File: config.mk
export PLATFORM = sky130hd
export DESIGN_NAME = lsu_ctrl_flat
export DESIGN_NICKNAME = d
export VERILOG_FILES = /design/src/rtl/lsu_ctrl_pkg.sv /design/src/rtl/lsu_ctrl_if.sv /design/src/rtl/lsu_align.sv /design/src/rtl/lsu_ctrl.sv /design/src/flat_wrapper.sv
export SDC_FILE = /design/constraint.sdc
export NUM_CORES = 1
export LEC_CHECK = 0
export CAP_MARGIN = 10
export CORE_MARGIN = 2
export CORE_UTILIZATION = 30
export CTS_BUF_LIST = sky130_fd_sc_hd__clkbuf_2 sky130_fd_sc_hd__clkbuf_4 sky130_fd_sc_hd__clkbuf_8
export DETAILED_ROUTE_END_ITERATION = 7
export SLEW_MARGIN = 15
export SYNTH_ARGS = -nofsm -noshare
export SYNTH_HDL_FRONTEND = slang
export SYNTH_SLANG_ARGS = --single-unit
File: constraint.sdc
create_clock -name clk -period 1.9 [get_ports clk]
set_clock_uncertainty 0.05 [all_clocks]
set_input_delay 0.38 -clock clk [delete_from_list [all_inputs] [get_ports clk]]
set_output_delay 0.38 -clock clk [all_outputs]
set_load 0.1 [all_outputs]
File: src/rtl/lsu_ctrl_pkg.sv
// Shared types and constants for the load/store unit.
package lsu_ctrl_pkg;

  // Access size encodings carried on size_i.
  localparam logic [1:0] SZ_BYTE = 2'b00;
  localparam logic [1:0] SZ_HALF = 2'b01;
  localparam logic [1:0] SZ_WORD = 2'b10;

  typedef enum logic [1:0] {
    S_IDLE = 2'b00,
    S_REQ  = 2'b01,
    S_WAIT = 2'b10,
    S_DONE = 2'b11
  } lsu_state_e;

  // Per-access control bits captured when an access is accepted.
  typedef struct packed {
    logic       we;
    logic [1:0] size;
    logic       unsgn;
  } lsu_ctl_t;

  // Naturally aligned byte/half/word only; size 11 is reserved.
  function automatic logic access_legal(input logic [1:0] size, input logic [1:0] lo);
    case (size)
      SZ_BYTE: access_legal = 1'b1;
      SZ_HALF: access_legal = ~lo[0];
      SZ_WORD: access_legal = (lo == 2'b00);
      default: access_legal = 1'b0;
    endcase
  endfunction

endpackage

File: src/rtl/lsu_ctrl_if.sv
// Data-memory bus between the LSU (master) and memory (slave).
interface lsu_ctrl_if #(parameter int XLEN = 32);
  logic            req;
  logic            we;
  logic [XLEN-1:0] addr;
  logic [3:0]      be;
  logic [XLEN-1:0] wdata;
  logic            gnt;
  logic            rvalid;
  logic [XLEN-1:0] rdata;

  modport master (output req, we, addr, be, wdata, input gnt, rvalid, rdata);
  modport slave  (input req, we, addr, be, wdata, output gnt, rvalid, rdata);
endinterface

File: src/rtl/lsu_align.sv
// Byte-enable / store-lane replication and load lane extract + extension.
module lsu_align
  import lsu_ctrl_pkg::*;
#(
  parameter int XLEN = 32
) (
  input  logic [1:0]      size,
  input  logic [1:0]      lane,
  input  logic            unsgn,
  input  logic [XLEN-1:0] wdata,
  input  logic [XLEN-1:0] rdata,
  output logic [3:0]      be,
  output logic [XLEN-1:0] wrep,
  output logic [XLEN-1:0] ld
);

  logic [7:0]  b;
  logic [15:0] h;

  // Select the addressed lane and build enables, replicated data and extended load.
  always_comb begin
    b    = rdata[{lane, 3'b000} +: 8];
    h    = rdata[{lane[1], 4'b0000} +: 16];
    be   = 4'b1111;
    wrep = wdata;
    ld   = rdata;
    case (size)
      SZ_BYTE: begin
        be   = 4'b0001 << lane;
        wrep = {(XLEN/8){wdata[7:0]}};
        ld   = {{(XLEN-8){b[7] & ~unsgn}}, b};
      end
      SZ_HALF: begin
        be   = 4'b0011 << {lane[1], 1'b0};
        wrep = {(XLEN/16){wdata[15:0]}};
        ld   = {{(XLEN-16){h[15] & ~unsgn}}, h};
      end
      default: ;
    endcase
  end

endmodule

File: src/rtl/lsu_ctrl.sv
// Load/store unit: memory handshake FSM, pipeline stall, timeout, load data register.
module lsu_ctrl
  import lsu_ctrl_pkg::*;
#(
  parameter int XLEN    = 32,
  parameter int TIMEOUT = 16
) (
  input  logic            clk,
  input  logic            rst_n,
  input  logic            req_i,
  input  logic            we_i,
  input  logic [1:0]      size_i,
  input  logic            unsigned_i,
  input  logic [XLEN-1:0] addr_i,
  input  logic [XLEN-1:0] wdata_i,
  output logic            stall_o,
  output logic [XLEN-1:0] dm_data_o,
  output logic            misalign_o,
  output logic            err_o,
  lsu_ctrl_if.master      bus
);

  localparam int CW = $clog2(TIMEOUT + 1);

  lsu_state_e      state_q, state_d;
  lsu_ctl_t        ctl_q;
  logic [XLEN-1:0] addr_q, wdata_q;
  logic [CW-1:0]   cnt_q;
  logic            legal, tmo, ld_fire;
  logic [3:0]      be;
  logic [XLEN-1:0] wrep, ld;

  assign legal   = access_legal(size_i, addr_i[1:0]);
  assign tmo     = (cnt_q == CW'(TIMEOUT - 1));
  assign ld_fire = (state_q == S_WAIT) && bus.rvalid;

  lsu_align #(.XLEN(XLEN)) u_align (
    .size  (ctl_q.size),
    .lane  (addr_q[1:0]),
    .unsgn (ctl_q.unsgn),
    .wdata (wdata_q),
    .rdata (bus.rdata),
    .be    (be),
    .wrep  (wrep),
    .ld    (ld)
  );

  // Bus fields are driven only while requesting so they read zero otherwise.
  assign bus.we    = (state_q == S_REQ) & ctl_q.we;
  assign bus.addr  = (state_q == S_REQ) ? {addr_q[XLEN-1:2], 2'b00} : '0;
  assign bus.be    = (state_q == S_REQ) ? be : 4'b0000;
  assign bus.wdata = (state_q == S_REQ) ? wrep : '0;

  // State register.
  always_ff @(posedge clk) begin
    if (!rst_n) state_q <= S_IDLE;
    else        state_q <= state_d;
  end

  // Capture the access when it is accepted out of IDLE.
  always_ff @(posedge clk) begin
    if (!rst_n) begin
      ctl_q   <= '0;
      addr_q  <= '0;
      wdata_q <= '0;
    end else if (state_q == S_IDLE && req_i && legal) begin
      ctl_q   <= '{we: we_i, size: size_i, unsgn: unsigned_i};
      addr_q  <= addr_i;
      wdata_q <= wdata_i;
    end
  end

  // Timeout counter: zero while idle, counts each REQ/WAIT cycle.
  always_ff @(posedge clk) begin
    if (!rst_n)                                       cnt_q <= '0;
    else if (state_q == S_REQ || state_q == S_WAIT)   cnt_q <= cnt_q + 1'b1;
    else                                              cnt_q <= '0;
  end

  // Load result register: updated by a completed load, cleared by a timeout.
  always_ff @(posedge clk) begin
    if (!rst_n)       dm_data_o <= '0;
    else if (ld_fire) dm_data_o <= ld;
    else if (err_o)   dm_data_o <= '0;
  end

  // Next state and handshake outputs; gnt/rvalid win over a same-cycle timeout.
  always_comb begin
    state_d    = state_q;
    stall_o    = 1'b0;
    misalign_o = 1'b0;
    err_o      = 1'b0;
    bus.req    = 1'b0;
    case (state_q)
      S_IDLE: if (req_i) begin
        if (legal) begin
          stall_o = 1'b1;
          state_d = S_REQ;
        end else begin
          misalign_o = 1'b1;
        end
      end
      S_REQ: begin
        stall_o = 1'b1;
        bus.req = 1'b1;
        if (bus.gnt)  state_d = ctl_q.we ? S_DONE : S_WAIT;
        else if (tmo) begin
          err_o   = 1'b1;
          state_d = S_DONE;
        end
      end
      S_WAIT: begin
        stall_o = 1'b1;
        if (bus.rvalid) state_d = S_DONE;
        else if (tmo) begin
          err_o   = 1'b1;
          state_d = S_DONE;
        end
      end
      default: state_d = S_IDLE;
    endcase
  end

endmodule

File: src/flat_wrapper.sv
// flat-port wrapper written by rule: the top's interface ports become plain ports
module lsu_ctrl_flat import lsu_ctrl_pkg::*;
#(
  parameter int XLEN    = 32,
  parameter int TIMEOUT = 16
)
  (clk, rst_n, req_i, we_i, size_i, unsigned_i, addr_i, wdata_i, stall_o, dm_data_o, misalign_o, err_o, bus_req, bus_we, bus_addr, bus_be, bus_wdata, bus_gnt, bus_rvalid, bus_rdata);
  lsu_ctrl_if #(.XLEN(XLEN)) bus_i ();
  input  logic clk;
  input  logic rst_n;
  input  logic req_i;
  input  logic we_i;
  input  logic [1:0] size_i;
  input  logic unsigned_i;
  input  logic [XLEN-1:0] addr_i;
  input  logic [XLEN-1:0] wdata_i;
  output logic stall_o;
  output logic [XLEN-1:0] dm_data_o;
  output logic misalign_o;
  output logic err_o;
  output wire logic [$bits(bus_i.req)-1:0] bus_req;
  output wire logic [$bits(bus_i.we)-1:0] bus_we;
  output wire logic [$bits(bus_i.addr)-1:0] bus_addr;
  output wire logic [$bits(bus_i.be)-1:0] bus_be;
  output wire logic [$bits(bus_i.wdata)-1:0] bus_wdata;
  input wire logic [$bits(bus_i.gnt)-1:0] bus_gnt;
  input wire logic [$bits(bus_i.rvalid)-1:0] bus_rvalid;
  input wire logic [$bits(bus_i.rdata)-1:0] bus_rdata;
  assign bus_req = bus_i.req;
  assign bus_we = bus_i.we;
  assign bus_addr = bus_i.addr;
  assign bus_be = bus_i.be;
  assign bus_wdata = bus_i.wdata;
  assign bus_i.gnt = bus_gnt;
  assign bus_i.rvalid = bus_rvalid;
  assign bus_i.rdata = bus_rdata;
  lsu_ctrl #(.XLEN(XLEN), .TIMEOUT(TIMEOUT)) u_core (.clk(clk), .rst_n(rst_n), .req_i(req_i), .we_i(we_i), .size_i(size_i), .unsigned_i(unsigned_i), .addr_i(addr_i), .wdata_i(wdata_i), .stall_o(stall_o), .dm_data_o(dm_data_o), .misalign_o(misalign_o), .err_o(err_o), .bus(bus_i));
endmodule
==> metrics.txt <==
Die X-Extent between 100 and 150 µm; crit path cell chain buf_6 > ha_4 > nor2b_4 > o211ai_1 > buf_4 > clkinvlp_4 > buf_12; PD cells around 940 nW/µm²; row count 48; outcome finished with violations; initial core utilization a little over 30%; Clock Tree Buf Depth 2; peak supply drop about 0.52 mV; Crit path depth 7; Clk Latency, worst-skew pair 0.38 ns; clk sinks 107; Starting DRT DRC Count between 200 and 300; worst r2r dst u_core.dm_data_o[31]; failing checks negative setup slack; kind of critical path reg2out; HPWL after detailed placement approximately 13,000 µm; total grt overflow 0; CTS tree yes; Worst Tran Pin Value between 0.5 and 0.6 ns; H-Tree Depth 3; Die Span Y ~140 µm; RSZ-0062 raised after global routing yes; Area contributors post-synth dfxtp_1 (40%), nand2_1 (12%), a21oi_1 (9.0%), and2_1 (6.5%), a221o_1 (4.3%); number of vias per cell between 4 and 5; global-route wire length before repair 29,200 µm; First-pass DRT Iterations 4; DRC 0; crit start category flop; total power 9.41 mW; layout cell share with drive strength beyond 1 between 30% and 40%; Placed Area between 9000 and 10,000 µm²; io pins 210; Max FO, Critical Path 6; RR Startpoint u_core.state_q[0]; Synth area leader dfxtp_1; Routability Congestion a little under 0.8; hold crit path type reg2reg; gr usage total roughly a fifth; sequential element share of the synthesized area roughly two fifths; Post-Syn Area 5330 µm²; WP data required 1.47 ns; Finished Cell Area ~10,000 µm²; cell type group with the largest total delay on the critical path buffers and inverters; Avg Cell Area, Syn roughly 7.9 µm²; post-route setup slack -0.236 ns; Critical Path AT ~1.7 ns; Post-synth ARST share 0%; Yosys reg bits about 110; Hold Path Origin u_core.addr_q[4]; Die Footprint 18,900 µm²; Worst Reg-to-Reg Cells 10; Cell variety after synth 52; vias in the first global route 5,430; CTS root buf clkbuf_8; synth cell count leaders nand2_1 (171), dfxtp_1 (107), a21oi_1 (96); CTS buffer count 9; final WL between 15,000 and 20,000 µm; hold path depth 2; maximum clock frequency 0.468 GHz; initial antenna violation count 0; routed via count about 5,600; leakage about 3.7 nW; crit end category primary output; post-route clock period utilization 112%; Slew Viols, Final 0; share of the synthesized area in the top cell type between 40 and 50%; Layout area overhead 88.1%; Final Net Count just over 1,000; slowest stage cell on the critical path dfxtp_2; Final Critical Period roughly 2.1 ns; Port Buf Inserts roughly 210; yosys warns 0; total core area roughly 17,000 µm²; Final setup viols 90; final hold vios 0; Final ANT Viol Nets 0; Rel. slew slack 65.9%; antenna fix cells 0; EDFF count, synth 0; hold_buf cts 0; Crit path buffers/inverters 4; FF-to-FF setup slack -0.11 ns; pin count of the biggest net entering global routing 43; max incr delay on CP approximately 0.34 ns; count leader, synth nand2_1; Post-Syn Instances 675; worst hold endpoint u_core.addr_q[4]; max_cap viols 0; Primary FF master, synth dfxtp_1; CTS clk-pin slew, worst paths 0.09 ns; Routed wire per std cell between 15 and 20 µm
==> metal layers <==
metal	up-vias	GRT usage [%]	wire length, µm
met5	-	0	0
met4	0	4.35	274
met3	16	7.98	1760
met2	187	32.3	8700
met1	2582	24.5	8100
li1	2791	-	-
==> stage by stage <==
stage	std cells	hold slack [ns]	setup slack (ns)	TNS, ns	util (%)
2_1_floorplan	676	0.368	-0.427	-4.08	-
3_3_place_gp	1110	0.379	-0.352	-13.19	53.8
3_5_place_dp	1110	0.390	-0.379	-13.81	53.8
4_1_cts	1145	0.405	-0.257	-12.14	57.1
5_1_grt	1151	0.428	-0.316	-18.35	57.8
6_report	1151	0.402	-0.236	-12.28	57.8
==> registers in the layout, summed over array words and instances (netlist names) <==
signal	count
u_core.addr_q	32
u_core.cnt_q	5
u_core.ctl_q	4
u_core.dm_data_o	32
u_core.state_q	2
u_core.wdata_q	32
==> power breakdown <==
part           internal [mW]  switching [mW]
Clock                  0.594           0.783
Sequential              2.50           0.220
Combinational           2.40            2.91
==> placed cells by master, fill, tap and decap left out, types with 3 or more instances in the layout <==
cell,n
nand2_1,170
buf_12,114
clkdlybuf4s50_1,104
dfxtp_1,100
a21oi_1,95
buf_4,52
and2_4,44
o21ai_0,29
a221o_1,23
mux2i_1,18
nor2b_1,11
buf_6,11
nor2b_4,10
nor2_1,10
clkbuf_8,9
a21boi_4,8
a211oi_1,8
and2_1,8
a22oi_1,8
a2bb2oi_1,7
dfxtp_2,6
ha_4,5
buf_16,5
inv_1,4
and2_2,3
o21a_4,3
nor2_2,3
clkbuf_16,3
==> tightest hold or removal path, stage by stage, from the launching register on <==
cell	delay, ns
dfxtp_1	0.31
nand2_1	0.05
a21oi_1	0.05
==> final cells by class <==
class / instances / area, µm²
clock buffer: 9 / 124
clock inverter: 5 / 56.3
fill: 1508 / 7330
inverter: 9 / 40.0
multi-input combinational: 506 / 3310
sequential: 107 / 2150
tap: 225 / 282
timing repair buffer: 290 / 4070
==> kinds of logic (layout without fill, tap and decap cells) <==
logic type	after synthesis	in the layout	synth area share (%)
buffers and inverters	63	313	5.73
AO/OA/AOI/OAI	196	196	23.3
multiplexers	21	21	4.20
adder cells (fa/ha/maj)	7	7	1.64
other	1	2	0.0703
flip-flops	107	107	40.2
AND/OR/NAND/NOR	278	278	24.6
XOR/XNOR	2	2	0.329
==> how the worst max path moves through the flow <==
stage,from,end
floorplan,u_core.state_q[0],err_o
detailed placement,bus_rvalid,u_core.dm_data_o[16]
global route,u_core.state_q[0],err_o
CTS,u_core.state_q[0],err_o
global placement,bus_rvalid,u_core.dm_data_o[19]
finish,u_core.state_q[0],err_o
==> what timing repair did <==
item,CTS,global route
pin swaps,14,18
cloned,5,4
setup buffers,16,2
endpoints found under the setup margin,83,95
gates resized for setup,51,7
Note: power is estimated with default switching activity, not from simulation.
